[src/rtl/lt24_touch_sampler.sv]
// lt24_touch_sampler
//   Touch-panel front end for the LT24 module. The block drives an
//   ADS7843-class touch ADC over its 4-wire serial bus. Each press becomes an
//   X conversion (command 8'hD0) followed by a Y conversion (command 8'h90).
//   The two 12-bit results are scaled to screen space, and the coordinates go
//   out with a one-cycle valid strobe.
//
//   Optional feature: define TOUCH_AVG_EN to convert each axis four times
//   back-to-back and average the samples before scaling.
//
// Parameters
//   CLK_DIV     clk cycles per DCLK half-period (2..255)
//   SAMPLE_GAP  idle clk cycles after a frame before the next penirq check
//
// Ports
//   clk, rst      system clock, synchronous active-high reset
//   adc_penirq_n  pen-down request from the ADC (async, active-low)
//   adc_dout      ADC serial data (async)
//   adc_busy      ADC busy flag, unused because the frame timing is fixed
//   adc_cs_n      ADC chip select, active-low
//   adc_dclk      ADC serial clock
//   adc_din       ADC serial command data
//   touch_x       screen X coordinate, 0..239
//   touch_y       screen Y coordinate, 0..319
//   touch_valid   one-cycle strobe; touch_x/touch_y change on this cycle
//   touch_down    high from the first strobe of a press until release is seen
module lt24_touch_sampler #(
  parameter int CLK_DIV    = 25,
  parameter int SAMPLE_GAP = 50000
) (
  input  logic        clk,
  input  logic        rst,
  input  logic        adc_penirq_n,
  input  logic        adc_dout,
  input  logic        adc_busy,
  output logic        adc_cs_n,
  output logic        adc_dclk,
  output logic        adc_din,
  output logic [10:0] touch_x,
  output logic [10:0] touch_y,
  output logic        touch_valid,
  output logic        touch_down
);

  typedef enum logic [2:0] {
    S_IDLE, S_SETUP, S_SHIFT, S_HOLD, S_DONE, S_GAP
  } state_e;

  localparam logic [19:0] DIV_LAST = 20'(CLK_DIV - 1);
  localparam logic [19:0] GAP_LAST = 20'(SAMPLE_GAP - 1);
  localparam logic [7:0]  CMD_X    = 8'hD0;
  localparam logic [7:0]  CMD_Y    = 8'h90;

  state_e      state_q, state_d;
  logic        pen_meta_q, pen_q, dout_meta_q, dout_q;
  logic [19:0] cnt_q, cnt_d;        // shared phase / gap counter
  logic [4:0]  bit_q, bit_d;        // DCLK period index 0..23
  logic        axis_y_q, axis_y_d;
  logic [11:0] shreg_q, shreg_d;
  logic [11:0] raw_x_q, raw_x_d;
  logic        cs_n_q, cs_n_d, dclk_q, dclk_d, din_q, din_d;
  logic [10:0] x_q, x_d, y_q, y_d;
  logic        valid_q, valid_d, down_q, down_d;

  logic [7:0]  cmd;
  logic [2:0]  din_idx;
  logic [11:0] raw;                 // finished axis result
  logic        last_rep;            // this conversion completes its axis
  logic [19:0] prod_x;
  logic [20:0] prod_y;
  logic        busy_unused;

  assign busy_unused = adc_busy;

`ifdef TOUCH_AVG_EN
  logic [13:0] acc_q, acc_d, acc_sum;
  logic [1:0]  rep_q, rep_d;

  assign acc_sum  = acc_q + {2'b00, shreg_q};
  assign raw      = acc_sum[13:2];
  assign last_rep = (rep_q == 2'd3);
`else
  assign raw      = shreg_q;
  assign last_rep = 1'b1;
`endif

  // Full-width products, truncated by taking the upper bits (no rounding).
  assign prod_x  = 20'(raw_x_q) * 20'd240;
  assign prod_y  = 21'(raw) * 21'd320;
  assign cmd     = axis_y_q ? CMD_Y : CMD_X;
  assign din_idx = 3'd6 - bit_q[2:0];

  // NOTE: every always_comb output gets its default first, so no path can infer a latch.
  always_comb begin
    state_d  = state_q;
    cnt_d    = cnt_q;
    bit_d    = bit_q;
    axis_y_d = axis_y_q;
    shreg_d  = shreg_q;
    raw_x_d  = raw_x_q;
    cs_n_d   = cs_n_q;
    dclk_d   = dclk_q;
    din_d    = din_q;
    x_d      = x_q;
    y_d      = y_q;
    valid_d  = 1'b0;
    down_d   = down_q;
`ifdef TOUCH_AVG_EN
    acc_d    = acc_q;
    rep_d    = rep_q;
`endif
    unique case (state_q)
      S_IDLE: begin
        if (!pen_q) begin
          state_d  = S_SETUP;
          axis_y_d = 1'b0;
          cs_n_d   = 1'b0;
          din_d    = CMD_X[7];
          cnt_d    = '0;
`ifdef TOUCH_AVG_EN
          acc_d    = '0;
          rep_d    = '0;
`endif
        end else begin
          down_d = 1'b0;
        end
      end
      S_SETUP: begin
        cnt_d = cnt_q + 20'd1;
        if (cnt_q == DIV_LAST) begin
          cnt_d   = '0;
          bit_d   = '0;
          state_d = S_SHIFT;
        end
      end
      S_SHIFT: begin
        cnt_d = cnt_q + 20'd1;
        if (cnt_q == DIV_LAST) begin
          cnt_d = '0;
          if (!dclk_q) begin
            // Rising edge number bit_q+1; edges 10..21 carry result bits 11..0.
            dclk_d = 1'b1;
            if (bit_q >= 5'd9 && bit_q <= 5'd20)
              shreg_d = {shreg_q[10:0], dout_q};
          end else begin
            dclk_d = 1'b0;
            if (bit_q == 5'd23) begin
              state_d = S_HOLD;
              cs_n_d  = 1'b1;
              din_d   = 1'b0;
            end else begin
              bit_d = bit_q + 5'd1;
              // Next command bit goes out on the falling edge; zero once all 8 are sent.
              din_d = (bit_q < 5'd7) ? cmd[din_idx] : 1'b0;
            end
          end
        end
      end
      S_HOLD: begin
        cnt_d = cnt_q + 20'd1;
        if (cnt_q == DIV_LAST) begin
          cnt_d = '0;
          if (!last_rep) begin
            state_d = S_SETUP;
            cs_n_d  = 1'b0;
            din_d   = cmd[7];
`ifdef TOUCH_AVG_EN
            acc_d   = acc_sum;
            rep_d   = rep_q + 2'd1;
`endif
          end else if (!axis_y_q) begin
            raw_x_d  = raw;
            axis_y_d = 1'b1;
            state_d  = S_SETUP;
            cs_n_d   = 1'b0;
            din_d    = CMD_Y[7];
`ifdef TOUCH_AVG_EN
            acc_d    = '0;
            rep_d    = '0;
`endif
          end else begin
            // Outputs are registered, so the strobe is visible during DONE.
            state_d = S_DONE;
            x_d     = {3'b000, prod_x[19:12]};
            y_d     = {2'b00, prod_y[20:12]};
            valid_d = 1'b1;
            down_d  = 1'b1;
          end
        end
      end
      S_DONE: begin
        state_d = S_GAP;
        cnt_d   = '0;
      end
      S_GAP: begin
        cnt_d = cnt_q + 20'd1;
        if (cnt_q == GAP_LAST) begin
          cnt_d   = '0;
          state_d = S_IDLE;
        end
      end
      default: state_d = S_IDLE;
    endcase
  end

  // NOTE: state registers use non-blocking assignments so all flops update together.
  always_ff @(posedge clk) begin
    if (rst) begin
      state_q     <= S_IDLE;
      pen_meta_q  <= 1'b1;
      pen_q       <= 1'b1;
      dout_meta_q <= 1'b0;
      dout_q      <= 1'b0;
      cnt_q       <= '0;
      bit_q       <= '0;
      axis_y_q    <= 1'b0;
      shreg_q     <= '0;
      raw_x_q     <= '0;
      cs_n_q      <= 1'b1;
      dclk_q      <= 1'b0;
      din_q       <= 1'b0;
      x_q         <= '0;
      y_q         <= '0;
      valid_q     <= 1'b0;
      down_q      <= 1'b0;
`ifdef TOUCH_AVG_EN
      acc_q       <= '0;
      rep_q       <= '0;
`endif
    end else begin
      state_q     <= state_d;
      pen_meta_q  <= adc_penirq_n;
      pen_q       <= pen_meta_q;
      dout_meta_q <= adc_dout;
      dout_q      <= dout_meta_q;
      cnt_q       <= cnt_d;
      bit_q       <= bit_d;
      axis_y_q    <= axis_y_d;
      shreg_q     <= shreg_d;
      raw_x_q     <= raw_x_d;
      cs_n_q      <= cs_n_d;
      dclk_q      <= dclk_d;
      din_q       <= din_d;
      x_q         <= x_d;
      y_q         <= y_d;
      valid_q     <= valid_d;
      down_q      <= down_d;
`ifdef TOUCH_AVG_EN
      acc_q       <= acc_d;
      rep_q       <= rep_d;
`endif
    end
  end

  assign adc_cs_n    = cs_n_q;
  assign adc_dclk    = dclk_q;
  assign adc_din     = din_q;
  assign touch_x     = x_q;
  assign touch_y     = y_q;
  assign touch_valid = valid_q;
  assign touch_down  = down_q;

endmodule

[config.mk]
export PLATFORM = sky130hd
export DESIGN_NAME = lt24_touch_sampler
export DESIGN_NICKNAME = d
export VERILOG_FILES = /design/src/rtl/lt24_touch_sampler.sv
export SDC_FILE = /design/constraint.sdc
export NUM_CORES = 1
export LEC_CHECK = 0
export CAP_MARGIN = 5
export CORE_ASPECT_RATIO = 1.5
export CORE_MARGIN = 2
export CORE_UTILIZATION = 53
export DETAILED_ROUTE_END_ITERATION = 6
export PLACE_DENSITY = 0.72
export SETUP_SLACK_MARGIN = 0.15
export SKIP_CTS_REPAIR_TIMING = 1
export SLEW_MARGIN = 5
export SYNTH_ARGS = -nofsm -noshare
export SYNTH_HDL_FRONTEND = slang
export SYNTH_SLANG_ARGS = --single-unit
[constraint.sdc]
create_clock -name clk -period 6.5 [get_ports clk]
set_input_delay 0.65 -clock clk [delete_from_list [all_inputs] [get_ports clk]]
set_output_delay 0.65 -clock clk [all_outputs]
set_load 0.01 [all_outputs]
==> results.tsv, run 1 <==
metric	value	unit
status	finished, final reports clean	
cts_root_buf	clkbuf_16	
synth_area_per_cell	8.836	um2
ys_types	66	
drv_cap	0	
grt_max_degree	69	
ys_ff_latch	79	
cp_slowest_cell	fa_1	
vias	3899	
ff2ff_path_depth	11	
whs	414.2	ps
hp-class	register to register	
worst_slack	3234	ps
cts_buffers	9	
grt_pass1_wl	17260	um
drc	0	
p_per_area	196.7	nW/um2
io-pin-count	32	
rsz0062_at_grt	false	
grt_pass1_vias	3888	
track_usage	20.96	%
globalRouteOverflowTotal	0	
startpoint_type	register	
syn_area	5010	um2
route.met2.wl	5523	um
highest_layer	met4	
firstDrtPassIters	4	
netlist_instances	567	
yosysSeqAreaShare	31.57	%
wl_met3	254	um
power	1.098	mW
drt-initial-drc-count	114	
slew_headroom	23.59	%
tns	0	ps
leakage	2.213	nW
tightest_slew	1141	ps
clkTransAtPathRegs	70	ps
synth_warnings	0	
required	6740	ps
max_clock_freq	0.3061	GHz
antenna_cells	0	
period_minus_slack	3266	ps
clk_latency	350	ps
fp.dieH	123.1	um
endpoint_kind	register	
cts_max_level	3	
async_flop_share	0	%
core	9200	um2
critPathMaxFanout	5	
seq_area	1582	um2
finalHoldViolCount	0	
fill_cells	828	
m1WireLength	4155	um
peakVddDrop	0.1989	mV
slew_viol_final	0	
ys.flop_type	dfxtp_1	
post-place-ws	3213	ps
io_buffers	25	
critical_path_class	register to register	
antenna_found_initial	0	
drt_wl_total	10150	um
final_layout_size_suffix_gt1_share	5.603	%
final_core_util	60.67	%
synth_edf_count	0	
cp_cell_sequence	inv_1 > fa_1 > fa_1 > inv_1 > ha_1 > a21oi_1 > o21ai_0 > a22o_1 > a211oi_1 > nor4_1 > a221o_1	
slowest_delay	520	ps
final_cell_mix	nor2_1 (80), dfxtp_1 (79), inv_1 (50)	
dieArea	10260	um2
cts.path.max_buffers	2	
rows	43	
multiInputGateArea	3133	um2
syn_to_final_growth	11.41	%
whs_path_depth	1	
dp_hpwl	7456	um
arrival	3500	ps
final_common_cell	nor2_1	
cts_tree	yes	
start_util	54.45	%
timing.final.crit_share	50.25	%
ant_nets	0	
setup_viol	0	
routabilityCongestion	0.8795	
clock_skew	8.607	ps
cts.sinks	79	
fin_nets	651	
viasPerCell	5.562	
avgRoutedWirePerCell	14.48	um
die_w	83.38	um
[kinds of logic (layout without fill, tap and decap cells)]
logic type | count (synthesis) | in the layout | share of synthesized area [%]
xor+xnor | 27 | 27 | 4.720
buf+inv | 74 | 92 | 6.194
flops | 79 | 79 | 31.57
compound gates | 84 | 84 | 11.44
simple gates | 210 | 210 | 21.53
other cells | 1 | 5 | 0.07485
fa+ha+maj | 62 | 62 | 18.48
mux | 30 | 30 | 5.994
[worst max-delay path: cells and delay by family (launching register included)]
family / cells / cell delay, ps
buffers and inverters: 2 / 170
AO/OA/AOI/OAI: 5 / 1160
flip-flops: 1 / 350
AND/OR/NAND/NOR: 1 / 90
adder cells (fa/ha/maj): 3 / 1380
[worst paths after layout]
kind / start / end / slack (ps)
worst max register to register: raw_x_q[5] / touch_x[7] / 3230
worst min register to register: pen_meta_q / pen_q / 410
worst max-delay path: raw_x_q[5] / touch_x[7] / 3230
worst min-delay path: pen_meta_q / pen_q / 410
[per-layer routing]
layer | vias to the layer above | global-route usage, %
met5 | - | 0
met4 | 0 | 9.734
met3 | 18 | 3.204
met2 | 56 | 40.47
met1 | 1846 | 22.24
li1 | 1979 | -
[cell usage after synthesis (3+ instances only)]
cell | n | share of area, %
o21ai_0 | 16 | 1.6
and4_1 | 3 | 0.52
and2_1 | 7 | 0.87
a21oi_1 | 27 | 2.7
nand3_1 | 19 | 1.9
nor4_1 | 4 | 0.50
a21o_1 | 5 | 0.75
nor3_1 | 15 | 1.5
inv_1 | 50 | 3.7
xor2_1 | 5 | 0.87
mux2i_1 | 30 | 6.0
clkbuf_1 | 15 | 1.1
and3_1 | 3 | 0.37
a31oi_1 | 3 | 0.37
or3_1 | 5 | 0.62
buf_4 | 6 | 0.90
a211oi_1 | 8 | 1.2
nor2b_1 | 10 | 1.2
fa_1 | 20 | 8.0
nand4_1 | 9 | 1.1
nand2b_1 | 3 | 0.37
nor2_1 | 80 | 6.0
or4_1 | 4 | 0.60
ha_1 | 42 | 10
nand2_1 | 28 | 2.1
nand3b_1 | 3 | 0.45
or2_2 | 4 | 0.50
dfxtp_1 | 79 | 32
xnor2_1 | 22 | 3.8
[registers in the layout, indices dropped and copies added (netlist names)]
signal / count
state_q: 3
cnt_q: 20
dout_meta_q: 1
dout_q: 1
touch_x: 8
touch_y: 9
pen_q: 1
raw_x_q: 12
touch_down: 1
pen_meta_q: 1
raw: 12
bit_q: 5
adc_cs_n: 1
adc_dclk: 1
touch_valid: 1
adc_din: 1
axis_y_q: 1
[per-stage QoR]
step | instances | cell area [um2]
floorplan | 571 | 5025
global placement | 685 | 5295
detailed placement | 685 | 5295
CTS | 701 | 5582
global route | 701 | 5582
finish | 701 | 5582
[area by class of cell]
class,count,area share (%)
multi-input cells,418,56.13
inverters,50,3.362
repair buffers,26,4.528
flip-flops and latches,79,28.33
well taps,112,2.511
clock inverters,7,1.098
clock buffers,9,4.035
[power breakdown]
| group | internal (mW) | switching [mW] | total [mW] |
|---|---|---|---|
| registers | 0.493 | 0.0120 | 0.505 |
| logic | 0.0363 | 0.0604 | 0.0967 |
| clock network | 0.267 | 0.229 | 0.497 |
(Power assumes the default switching activity.)
==> inputs of run 2 (changes only) <==
clock period = 3.3 ns   (was 6.5 ns; I/O delays follow)
==> run 2 against run 1 <==
  * Die area stayed put
  * Power up 100%
  * Highest routed layer unchanged
  * Critical path depth unchanged
  * Critical endpoint is now touch_x[5]
==> results.tsv, run 2 (synthesized netlist as in run 1, its figures left out) <==
metric	value	unit
drv_cap	0	
grt_util_met1	22.71	%
cts.sinks	79	
combPwrFrac	8.8	%
leakage	2.254	nW
cts_max_level	3	
fin_nets	658	
p_switching	0.5768	mW
largest_register_ffs	20	
finalHoldViolCount	0	
slew_headroom	59.64	%
antenna_cells	0	
fp.dieH	123.1	um
placed_cell_area	5348	um2
slew_viol_final	0	
viasPerCell	5.597	
final_common_cell	nor2_1	
top_register	cnt_q	
rsz0062_at_grt	true	
power_frac_seq	44.3	%
r2r-start	raw_x_q[2]	
whs_path_depth	2	
grt_max_degree	28	
core	9200	um2
critPathMaxFanout	4	
grt_pass1_wl	17500	um
ant_nets	0	
cts_tree	yes	
period_minus_slack	3047	ps
drc	0	
dp_hpwl	7635	um
clk_latency	350	ps
timing.final.crit_share	92.32	%
die_w	83.38	um
whs_endpoint	touch_y[5]	
max_clock_freq	0.3282	GHz
routabilityCongestion	0.8747	
io_buffers	25	
drt-initial-drc-count	161	
tns	0	ps
io-pin-count	32	
startpoint_type	register	
final_layout_size_suffix_gt1_share	10.40	%
avgRoutedWirePerCell	14.30	um
dieArea	10260	um2
status	finished, final reports clean	
ff2ff_path_depth	11	
vias	3963	
endpoint_kind	register	
peakVddDrop	0.3813	mV
final_cell_mix	nor2_1 (78), dfxtp_1 (74), inv_1 (43)	
setup_viol	0	
drt_wl_total	10120	um
power_frac_clock	46.8	%
antenna_found_initial	0	
tightest_slew	601.8	ps
p_int	1.664	mW
arrival	3280	ps
syn_to_final_growth	14.51	%
finalInstanceArea	5737	um2
r2r-end	touch_x[5]	
critical_path_class	register to register	
cts_root_buf	clkbuf_16	
rows	43	
p_sw_share	25.74	%
required	3530	ps
firstDrtPassIters	4	
whs	405.0	ps
globalRouteOverflowTotal	0	
grt_pass1_vias	3971	
p_per_area	390.6	nW/um2
start_util	54.45	%
track_usage	21.01	%
clock_skew	10.30	ps
reg2reg_setup_slack	250	ps
cts.path.max_buffers	2	
hp-class	input port to register	
hp-start	rst	
gr-usage-met2	39.21	%
cts_buffers	9	
grt_busiest_layer	met2	
met3_usage	4.139	%
clkTransAtPathRegs	60	ps
==> run 2: power by group through the flow <==
stage | combinational [mW] | sequential [mW] | clock [mW]
after global placement | 0.191 | 1.02 | 0
final | 0.198 | 0.993 | 1.05
after global routing | 0.218 | 0.997 | 1.11
after CTS | 0.199 | 0.995 | 1.06
after detailed placement | 0.198 | 1.02 | 0
after floorplan | 0.159 | 1.00 | 0
==> run 2: metrics by stage <==
| step | power, mW | setup slack [ps] | cells | utilization [%] |
|---|---|---|---|---|
| after floorplan | 1.163 | 305.3 | 571 | - |
| after global placement | 1.206 | 87.82 | 692 | 58.13 |
| after detailed placement | 1.214 | 8.473 | 692 | 58.13 |
| after CTS | 2.253 | 5.338 | 708 | 61.54 |
| after global routing | 2.320 | 129.5 | 708 | 62.36 |
| final | 2.241 | 253.4 | 708 | 62.36 |
==> run 2: metal layers <==
metal,share of wire (%),vias up,routed length [um]
met2,53,62,5349
met4,2.7,0,277
met3,3.2,27,325
li1,-,1993,-
met1,41,1881,4170
met5,0,-,0
==> run 2: area by class of cell <==
cell class / instances / area (um2)
fillers: 743 / 3463
well taps: 112 / 140.1
repair buffers: 33 / 305.3
clock inverters: 6 / 75.07
multi-input cells: 418 / 3197
inverters: 50 / 187.7
clock buffers: 10 / 239.0
flip-flops and latches: 79 / 1593
==> run 2: critical path, cell delays in order (launching register included) <==
cell and delay [ps]:
dfxtp_4 370, inv_1 80, fa_1 520, fa_1 520, inv_1 50, ha_1 210
a211oi_2 250, nor2_2 90, a2111o_1 420, nand3_2 120, nand3b_1 80, a32o_1 220
==> run 2: worst max-delay path by stage <==
stage | depth (start not counted) | to | from | slack (ps)
6_report | 11 | touch_x[5] | raw_x_q[2] | 250
5_1_grt | 11 | touch_x[5] | raw_x_q[2] | 130
4_1_cts | 11 | touch_x[7] | raw_x_q[9] | 5
3_5_place_dp | 11 | touch_x[7] | raw_x_q[9] | 8
3_3_place_gp | 11 | touch_x[7] | raw_x_q[9] | 90
2_1_floorplan | 11 | touch_x[7] | raw_x_q[9] | 310
